### config.mk
export PLATFORM = sky130hd
export DESIGN_NAME = seg7_display_arbiter
export DESIGN_NICKNAME = d
export VERILOG_FILES = /design/src/rtl/seg7_display_arbiter.sv
export SDC_FILE = /design/constraint.sdc
export NUM_CORES = 1
export LEC_CHECK = 0
export CORE_ASPECT_RATIO = 1.2
export CORE_UTILIZATION = 25
export CTS_CLUSTER_DIAMETER = 60
export DETAILED_ROUTE_END_ITERATION = 10
export GPL_TIMING_DRIVEN = 0
export RECOVER_POWER = 50
export SYNTH_ARGS = -nofsm -noshare
export SYNTH_HDL_FRONTEND = slang
export SYNTH_SLANG_ARGS = --single-unit
### constraint.sdc
create_clock -name clk -period 5.8 [get_ports clk]
set_clock_uncertainty 0.1 [all_clocks]
set_input_delay 1.16 -clock clk [delete_from_list [all_inputs] [get_ports clk]]
set_output_delay 1.16 -clock clk [all_outputs]
set_load 0.05 [all_outputs]
### src/rtl/seg7_display_arbiter.sv
// Round-robin owner of the shared 4-digit seven-segment display, with a per-frame code snapshot.
// Optional build macro SEG7_ARB_LEAD_BLANK_EN enables leading-zero blanking on digit2/digit1.
module seg7_display_arbiter #(
  parameter int SCAN_DIV = 10000,
  parameter int MIN_HOLD = 4
) (
  input  logic        clk,
  input  logic        rst_n,
  input  logic [1:0]  req,
  input  logic [15:0] code0,
  input  logic [15:0] code1,
  output logic [1:0]  gnt,
  output logic        frame_tick,
  output logic [3:0]  DIGIT,
  output logic [6:0]  DISPLAY
);

  localparam int CNT_W  = (SCAN_DIV > 2) ? $clog2(SCAN_DIV) : 1;
  localparam int HOLD_W = $clog2(MIN_HOLD + 1);
  localparam logic [CNT_W-1:0]  CNT_LAST = CNT_W'(SCAN_DIV - 1);
  localparam logic [HOLD_W-1:0] HOLD_MAX = HOLD_W'(MIN_HOLD);
  localparam logic [HOLD_W-1:0] HOLD_PRE = HOLD_W'(MIN_HOLD - 1);
  localparam logic [15:0]       DASHES   = 16'hDDDD;

  typedef enum logic [1:0] {
    IDLE = 2'b00,
    OWN0 = 2'b01,
    OWN1 = 2'b10
  } state_t;

  state_t            state, state_nxt;
  logic [CNT_W-1:0]  slot_cnt;
  logic [1:0]        slot_idx;
  logic [1:0]        idx_nxt;
  logic              slot_wrap;
  logic              frame_end;
  logic [HOLD_W-1:0] hold_cnt;
  logic              hold_done;
  logic              ptr;
  logic [15:0]       fbuf;
  logic [15:0]       fbuf_nxt;
  logic [15:0]       src;
  logic [3:0]        nib;
  logic              blank;
  logic [3:0]        digit_p1;
  logic [6:0]        seg_p1;

  function automatic logic [6:0] seg_decode(input logic [3:0] v, input logic blk);
    logic [6:0] s;
    case (v)
      4'h0: s = 7'b1000000;
      4'h1: s = 7'b1111001;
      4'h2: s = 7'b0100100;
      4'h3: s = 7'b0110000;
      4'h4: s = 7'b0011001;
      4'h5: s = 7'b0010010;
      4'h6: s = 7'b0000010;
      4'h7: s = 7'b1111000;
      4'h8: s = 7'b0000000;
      4'h9: s = 7'b0010000;
      4'hA: s = 7'b0001100;
      4'hB: s = 7'b1011100;
      4'hC: s = 7'b1100011;
      4'hD: s = 7'b0111111;
      default: s = 7'b1111111;
    endcase
    return blk ? 7'b1111111 : s;
  endfunction

  function automatic logic [3:0] anode(input logic [1:0] idx);
    return ~(4'b0001 << idx);
  endfunction

  // Scan timing
  assign slot_wrap  = (slot_cnt == CNT_LAST);
  assign frame_end  = slot_wrap && (slot_idx == 2'd3);
  assign frame_tick = frame_end;
  assign idx_nxt    = slot_idx + 2'd1;

  always_ff @(posedge clk or posedge rst_n) begin
    if (rst_n) begin
      slot_cnt <= '0;
      slot_idx <= 2'd0;
    end else if (slot_wrap) begin
      slot_cnt <= '0;
      slot_idx <= idx_nxt;
    end else begin
      slot_cnt <= slot_cnt + 1'b1;
    end
  end

  // The frame now ending counts toward the hold, so a grant lasts exactly MIN_HOLD frames when contested.
  assign hold_done = (hold_cnt >= HOLD_PRE);

  always_ff @(posedge clk or posedge rst_n) begin
    if (rst_n) state <= IDLE;
    else       state <= state_nxt;
  end

  always_comb begin
    state_nxt = state;
    if (frame_end) begin
      case (state)
        IDLE: begin
          if (req == 2'b11)  state_nxt = ptr ? OWN1 : OWN0;
          else if (req[0])   state_nxt = OWN0;
          else if (req[1])   state_nxt = OWN1;
        end
        OWN0: begin
          if (!req[0])                  state_nxt = req[1] ? OWN1 : IDLE;
          else if (req[1] && hold_done) state_nxt = OWN1;
        end
        OWN1: begin
          if (!req[1])                  state_nxt = req[0] ? OWN0 : IDLE;
          else if (req[0] && hold_done) state_nxt = OWN0;
        end
        default: state_nxt = IDLE;
      endcase
    end
  end

  always_comb begin
    gnt = 2'b00;
    case (state)
      OWN0:    gnt = 2'b01;
      OWN1:    gnt = 2'b10;
      default: gnt = 2'b00;
    endcase
  end

  always_ff @(posedge clk or posedge rst_n) begin
    if (rst_n) begin
      hold_cnt <= '0;
      ptr      <= 1'b0;
    end else if (frame_end) begin
      if (state_nxt != state)
        hold_cnt <= '0;
      else if ((state != IDLE) && (hold_cnt != HOLD_MAX))
        hold_cnt <= hold_cnt + 1'b1;
      case (state_nxt)
        OWN0:    ptr <= 1'b1;
        OWN1:    ptr <= 1'b0;
        default: ptr <= ptr;
      endcase
    end
  end

  // Frame snapshot
  always_comb begin
    case (state_nxt)
      OWN0:    fbuf_nxt = code0;
      OWN1:    fbuf_nxt = code1;
      default: fbuf_nxt = DASHES;
    endcase
  end

  always_ff @(posedge clk or posedge rst_n) begin
    if (rst_n)          fbuf <= DASHES;
    else if (frame_end) fbuf <= fbuf_nxt;
  end

  // Digit select for the slot about to start; the new snapshot applies from its first slot.
  assign src = frame_end ? fbuf_nxt : fbuf;

  always_comb begin
    case (idx_nxt)
      2'd0:    nib = src[3:0];
      2'd1:    nib = src[7:4];
      2'd2:    nib = src[11:8];
      default: nib = src[15:12];
    endcase
  end

`ifdef SEG7_ARB_LEAD_BLANK_EN
  assign blank = ((idx_nxt == 2'd2) && (src[11:8] == 4'h0)) ||
                 ((idx_nxt == 2'd1) && (src[11:8] == 4'h0) && (src[7:4] == 4'h0));
`else
  assign blank = 1'b0;
`endif

  // Pin registers: anode and segments move together on slot wraps
  always_ff @(posedge clk or posedge rst_n) begin
    if (rst_n) begin
      digit_p1 <= 4'b1110;
      seg_p1   <= 7'b1111111;
    end else if (slot_wrap) begin
      digit_p1 <= anode(idx_nxt);
      seg_p1   <= seg_decode(nib, blank);
    end
  end

  assign DIGIT   = digit_p1;
  assign DISPLAY = seg_p1;

endmodule

# [Word level (Yosys, flattened, before mapping)]
# Memories as Yosys holds them, arrays and structs flattened. A register that Yosys moved wholly into a read port is not among the register bits.
# Cells that the tools add are included.
[word_totals] reg_bits=42 mem_bits_ro=112 input_bits=36 out_inout_bits=14 memories=1
[op_classes] n_addsub=3 n_lt_le_gt_ge=1 eq_ne=11 shifts=1 mux=20 bitwise=1 n_reduce_logical=11
[mem_list] name="(no name shown)" words=16 word_bits=7 rd=1 rd_ports_with_merged_regs=1 write_ports=0 line_no="50" rtl="case (v)"
[ops] operator="16-bit case mux with 2 select lines" count=1
[ops] operator="2-bit two-way mux" count=10
[ops] operator="16-bit two-way mux" count=1
[ops] operator="14-bit by 1-bit adder with 14-bit output, second input constant" count=1
[ops] operator="14-bit equality test, second input constant" count=1
[ops] operator="14-bit two-way mux" count=1
[ops] operator="4-bit case mux with 3 select lines" count=1
[ops] operator="2-bit equality test, second input constant" count=5
[ops] operator="2-bit by 1-bit equality test with 1-bit output, second input constant" count=3
[ops] operator="3-bit two-way mux" count=2
[ops] operator="2-bit case mux with 3 select lines" count=1
[ops] operator="2-bit nonzero test" count=3
[ops] operator="1-bit logical AND" count=4
[ops] operator="2-bit logical NOT" count=2
[ops] operator="4-bit NOT" count=1
[ops] operator="2-bit case mux with 2 select lines" count=1
[ops] operator="2-bit AND reduction" count=2
[ops] operator="1-bit by 2-bit left shift with 4-bit output, first input constant" count=1
[ops] operator="3-bit by 1-bit adder with 3-bit output, second input constant" count=1
[ops] operator="3-bit by 2-bit greater-or-equal comparator with 1-bit output, second input constant" count=1
[ops] operator="3-bit != test, second input constant" count=1
[ops] operator="2-bit by 1-bit adder with 2-bit output, second input constant" count=1
[ops] operator="2-bit != test" count=1
[ops] operator="1-bit case mux with 2 select lines" count=1
[ops] operator="1-bit two-way mux" count=1

# [Longest topological paths before layout]
[logic_depth] ltp_word=10 ltp_mapped=21 mapped_depth_nobuf=19

# [Worst setup path before layout]
# OpenSTA, ideal clock, no wires.
[synth_timing] path_type="register to register" startpoint="register slot_cnt[6]" endpoint="register seg_p1[6], in the netlist DISPLAY[6]" t_arrival_ns=4.605 path_slack_ns=1.028 path_stages_with_launch=15 path_cell_list="dfrtp_1 or4_4 nor4_2 nand2_2 a2111oi_2 a21o_1 inv_1 ha_1 clkbuf_1 a221o_1 mux2_4 a2111oi_0 nor2_1 or4_1 nand4_1"
[synth_between] elab_chain_cells=7 elab_cells_between_ends=8 cone_classes="eq/ne: 3; mux: 4; reduce/logical: 1"
[synth_rtl] item="start, declared" line_no="32" rtl="logic [CNT_W-1:0] slot_cnt;"
[synth_rtl] item="start signal, assigned" line_no="88" rtl="slot_cnt <= slot_cnt + 1'b1;"
[synth_rtl] item="14-bit equality test (*)" line_no="75" rtl="assign slot_wrap = (slot_cnt == CNT_LAST);"
[synth_rtl] item="1-bit logical AND (*)" line_no="76" rtl="assign frame_end = slot_wrap && (slot_idx == 2'd3);"
[synth_rtl] item="2-bit two-way mux (*)" line_no="102" rtl="if (frame_end) begin"
[synth_rtl] item="via state_nxt[0]" line_no="31" rtl="state_t state, state_nxt;"
[synth_rtl] item="2-bit equality test or 2-bit by 1-bit equality test with 1-bit output (tied branches)" line_no="150" rtl="case (state_nxt)"
[synth_rtl] item="16-bit case mux with 2 select lines (*)" line_no="150"
[synth_rtl] item="16-bit two-way mux (*)"
[synth_rtl] item="via src[11]" line_no="42" rtl="logic [15:0] src;"
[synth_rtl] item="4-bit case mux with 3 select lines (*)" line_no="166" rtl="case (idx_nxt)"
[synth_rtl] item="end, declared" line_no="46" rtl="logic [6:0] seg_p1;"
# Mark *: on every way through the listed nets, which the timed path passes. The rest lies on a longest branch.
# A chain may end at the register's enable or synchronous reset.

# [Worst setup path after layout]
[layout_timing] startpoint="register slot_cnt[0]" endpoint="register seg_p1[2], in the netlist DISPLAY[2]"
[layout_between] elab_chain_cells=7 elab_cells_between_ends=8 cone_classes="eq/ne: 3; mux: 4; reduce/logical: 1"
[layout_rtl] item="14-bit equality test (*)" line_no="75"
[layout_rtl] item="1-bit logical AND (*)" line_no="76"
[layout_rtl] item="2-bit two-way mux (*)" line_no="102"
[layout_rtl] item="via state_nxt[0]" line_no="31"
[layout_rtl] item="2-bit equality test or 2-bit by 1-bit equality test with 1-bit output (tied branches)" line_no="150"
[layout_rtl] item="16-bit case mux with 2 select lines (*)" line_no="150"
[layout_rtl] item="16-bit two-way mux (*)"
[layout_rtl] item="4-bit case mux with 3 select lines (*)" line_no="166"
# Marked as above.

==> results.md <==
| Result | Reported | Unit |
|:---|:---|:---|
| Result of the run | complete, but fails checks | - |
| Violations in the final reports | capacitance limit, slew limit | - |
| Slowest stage delay, CP | 0.46 | ns |
| Register area share after synthesis | 42.3 | % |
| Max-slew violation count | 30 | - |
| Die X-Extent | 101 | um |
| Detail Route Antenna Nets | 0 | - |
| Nature of the critical path startpoint | flip-flop | - |
| Largest vdd supply drop | 0.0879 | mV |
| Synth warn | 0 | - |
| Total placed cells including tap cells | 505 | - |
| Insertion delay to the later sink of the worst-skew pair | 0.30 | ns |
| Top cells by count, synth | 31 x sky130_fd_sc_hd__nand2_1, 27 x sky130_fd_sc_hd__dfrtp_1, 22 x sky130_fd_sc_hd__dfstp_2 | - |
| WL per Instance | 14.1 | um |
| Design area | 3830 | um2 |
| DP Wirelength | 5.54 | mm |
| Cell-by-cell listing of the critical path | ha_1, nand3_1, nor4_4, buf_4, nand2_2, a2111oi_2, a21o_1, inv_1, ha_1, clkbuf_1, clkbuf_1, a22oi_1, nor3b_1, mux2_2, a2111oi_4, nor2_1, inv_1, ha_1, nor3_1, o21ai_0, a31oi_1 | - |
| Cell Area, Synth | 2970 | um2 |
| Non-filler cells in the finished layout | 515 | - |
| Power density cells | 188 | nW/um2 |
| Die outline area | 12300 | um2 |
| Initial antenna violation count | 0 | - |
| Crit path arrival time | 5.37 | ns |
| Count of input and output buffers | 49 | - |
| Synth Area per Inst | 9.96 | um2 |
| Max-Slew Margin vs Limit | -4.55 | % |
| Number of buffers added by the clock tree synthesis step | 5 | - |
| Most common cell in the netlist | sky130_fd_sc_hd__nand2_1 | - |
| Number of cell rows | 43 | - |
| Endpoint required time on the critical path | 5.90 | ns |
| Post-CTS Hold Fix Bufs | 0 | - |
| Area added between synthesis and finish | 29.2 | % |
| Worst hold path type | reg -> reg | - |
| Post-detailed-placement cell area | 3670 | um2 |
| Number of maximum-capacitance constraint violations | 1 | - |
| Post-synthesis register bit count | 49 | - |
| Setup slack on the worst flop-to-flop path | 0.53 | ns |
| DRT Wirelength | 7.29 | mm |
| Leading register cell type out of synthesis | sky130_fd_sc_hd__dfrtp_1 | - |
| Hold Violations, Final | 0 | - |
| Syn Inst Count | 298 | - |
| Share of cells above drive strength 1 | 15.6 | % |
| RSZ-0062 raised after global routing | false | - |
| Buf/Inv on CP | 5 | - |
| Net count after synthesis | 350 | - |
| Number of vias per cell after detailed routing | 4.65 | - |
| Detailed-route via count | 2396 | - |
| Maximum count of clock buffers along a single path | 2 | - |
| Smallest setup slack after layout | 0.530 | ns |
| Hold slack | 0.367 | ns |
| Cell variety after synth | 56 | - |
| Sum of overflow across all layers after global routing | 0 | - |
| Post-layout minimum cycle time | 5.27 | ns |
| Vias in the first global route | 2486 | - |
| Total track usage | 12.9 | % |
| Placeable Area | 11600 | um2 |
| Starting density of the core | 25.6 | % |
| Post-synth ARST share | 100 | % |
| Worst Path Max Fanout | 10 | - |
| TritonCTS Sinks | 49 | - |
| Count of flip-flops with a built-in enable after synthesis | 0 | - |
| Count of inserted antenna diode cells | 0 | - |
| Fillcell total | 1160 | - |
| RePlAce Congestion | 0.888 | - |
| Number of DRC markers after the initial detailed-route iteration | 137 | - |
| Largest net degree at the start of global routing | 30 | - |
| Remaining routing DRC violations | 0 | - |
| Worst Setup End Kind | flip-flop | - |
| Leakage power | 1.65 | nW |
| Most Used Layer, Global Route | met2 | - |
| Number of detailed-route iterations in the first pass | 4 | - |
| Cell with the biggest individual delay on the critical path | sky130_fd_sc_hd__a2111oi_2 | - |
| Met2 layer usage reported by global route | 22.9 | % |
| Dominant cell type by area after synthesis | sky130_fd_sc_hd__dfrtp_1 | - |
| TritonCTS clock tree | yes | - |
| Die Y | 121 | um |
| Clock slew at reported path FFs | 0.07 | ns |
| Share of the core filled with cells in the final layout | 33.1 | % |
| First-pass GRT wire length | 12.2 | mm |
| Worst Setup Path Type | reg -> reg | - |
| Leading post-synthesis cells by cell area | sky130_fd_sc_hd__dfrtp_1 23%, sky130_fd_sc_hd__dfstp_2 19%, sky130_fd_sc_hd__ha_1 6.7% | - |
| CP most frequent cell | sky130_fd_sc_hd__ha_1 | - |
| Slew at the pin with the worst max-slew slack | 1.57 | ns |
| Number of levels the H-tree was split into | 2 | - |
| Max Clk Rate | 190 | MHz |
| Final-layout setup total negative slack | 0 | ns |
| Pre-CTS setup slack | -0.0930 | ns |
| GRT met3 Usage | 2.71 | % |
| Net count of the finished layout | 409 | - |
| Cell at the root of the clock tree | sky130_fd_sc_hd__clkbuf_16 | - |
| Gate family responsible for the most delay along the worst path | compound AO/OA/AOI/OAI gates | - |
| Yosys top cell area share | 22.8 | % |
| Final total power | 0.721 | mW |
| GR met1 Demand/Resource | 15.2 | % |
| Final setup violation count | 0 | - |
| I/O pin count | 50 | - |
| Final critical-path share of the clock period | 90.9 | % |
## cell type report
| class | count | area (um2) | share of cell area [%] |
|---|---|---|---|
| Multi-Input combinational cell | 213 | 1560 | 40.6 |
| Sequential cell | 49 | 1250 | 32.7 |
| Timing Repair Buffer | 52 | 509 | 13.3 |
| Tap cell | 157 | 196 | 5.12 |
| Clock buffer | 5 | 125 | 3.26 |
| Buffer | 16 | 83.8 | 2.19 |
| Inverter | 20 | 82.6 | 2.15 |
| Clock inverter | 3 | 26.3 | 0.685 |
## kinds of logic (layout without fill, tap and decap cells)
kind of cell | Yosys count | in the layout | synth area share (%)
buffers and inverters | 36 | 96 | 5.57
muxes | 18 | 18 | 6.62
DFF | 49 | 49 | 42.3
AOI/OAI and AO/OA | 64 | 64 | 17.4
and+or+nand+nor | 102 | 102 | 17.6
adders and majority gates | 16 | 16 | 6.75
xor gates and xnor gates | 13 | 13 | 3.84
## placed cells by master, fill, tap and decap left out, drive strengths merged, types with 2 or more instances in the layout
cell / n
a211oi: 4
dfrtp: 27
nand4: 3
nand2: 32
o31ai: 5
a2111oi: 5
nor3b: 3
clkinv: 2
o22ai: 2
nor4: 2
a221o: 6
clkdlybuf4s50: 48
a31oi: 2
a21o: 3
xnor2: 6
buf: 4
nand3: 9
mux2: 7
nor2: 21
inv: 21
and2: 8
or4: 5
mux2i: 11
a221oi: 7
nor2b: 4
o21ai: 14
nand2b: 4
a22oi: 4
ha: 16
clkbuf: 20
nor3: 6
and3: 2
dfstp: 22
xor2: 7
a21oi: 5
## where the power goes
group	total (mW)	internal [mW]	switching, mW
Sequential	0.349	0.346	0.00265
Clock	0.298	0.163	0.135
Combinational	0.0739	0.0371	0.0368
Total	0.721	0.546	0.175
## timing repair
item | in CTS | in global routing
setup buffers | 0 | 2
setup endpoints to repair | 4 | 5
gates resized for setup | 1 | 2
pin swaps | 0 | 1
hold endpoints to repair | 0 | 0
gates cloned | 0 | 0
## state kept, by name (all words and copies together) (netlist names)
name	cells
slot_cnt	14
ptr	1
DISPLAY	7
slot_idx	2
DIGIT	4
state	2
hold_cnt	3
fbuf	16
## worst reg2reg max path, stage by stage (launching register included)
cell	delay [ns]
sky130_fd_sc_hd__dfrtp_1	0.39
sky130_fd_sc_hd__ha_1	0.19
sky130_fd_sc_hd__nand3_1	0.26
sky130_fd_sc_hd__nor4_4	0.34
sky130_fd_sc_hd__buf_4	0.22
sky130_fd_sc_hd__nand2_2	0.14
sky130_fd_sc_hd__a2111oi_2	0.46
sky130_fd_sc_hd__a21o_1	0.19
sky130_fd_sc_hd__inv_1	0.06
sky130_fd_sc_hd__ha_1	0.19
sky130_fd_sc_hd__clkbuf_1	0.21
sky130_fd_sc_hd__clkbuf_1	0.30
sky130_fd_sc_hd__a22oi_1	0.36
sky130_fd_sc_hd__nor3b_1	0.09
sky130_fd_sc_hd__mux2_2	0.31
sky130_fd_sc_hd__a2111oi_4	0.34
sky130_fd_sc_hd__nor2_1	0.16
sky130_fd_sc_hd__inv_1	0.13
sky130_fd_sc_hd__ha_1	0.20
sky130_fd_sc_hd__nor3_1	0.06
sky130_fd_sc_hd__o21ai_0	0.32
sky130_fd_sc_hd__a31oi_1	0.15
## path summary, 6_finish.rpt
path | start | end | cells after the start
worst max-delay path | slot_cnt[0] | DISPLAY[2] | 21
worst min-delay path | fbuf[0] | fbuf[0] | 2
worst max register to register | slot_cnt[0] | DISPLAY[2] | 21
worst min register to register | fbuf[0] | fbuf[0] | 2
max in group asynchronous | rst_n | slot_cnt[12] | 3
min in group asynchronous | rst_n | DIGIT[0] | 2
## routing by layer
| layer | vias up | share of wire (%) |
|---|---|---|
| met2 | 49 | 50 |
| met3 | 5 | 4.4 |
| met4 | 0 | 1.1 |
| li1 | 1182 | - |
| met1 | 1160 | 44 |
| met5 | - | 0 |
(Power assumes the default switching activity.)
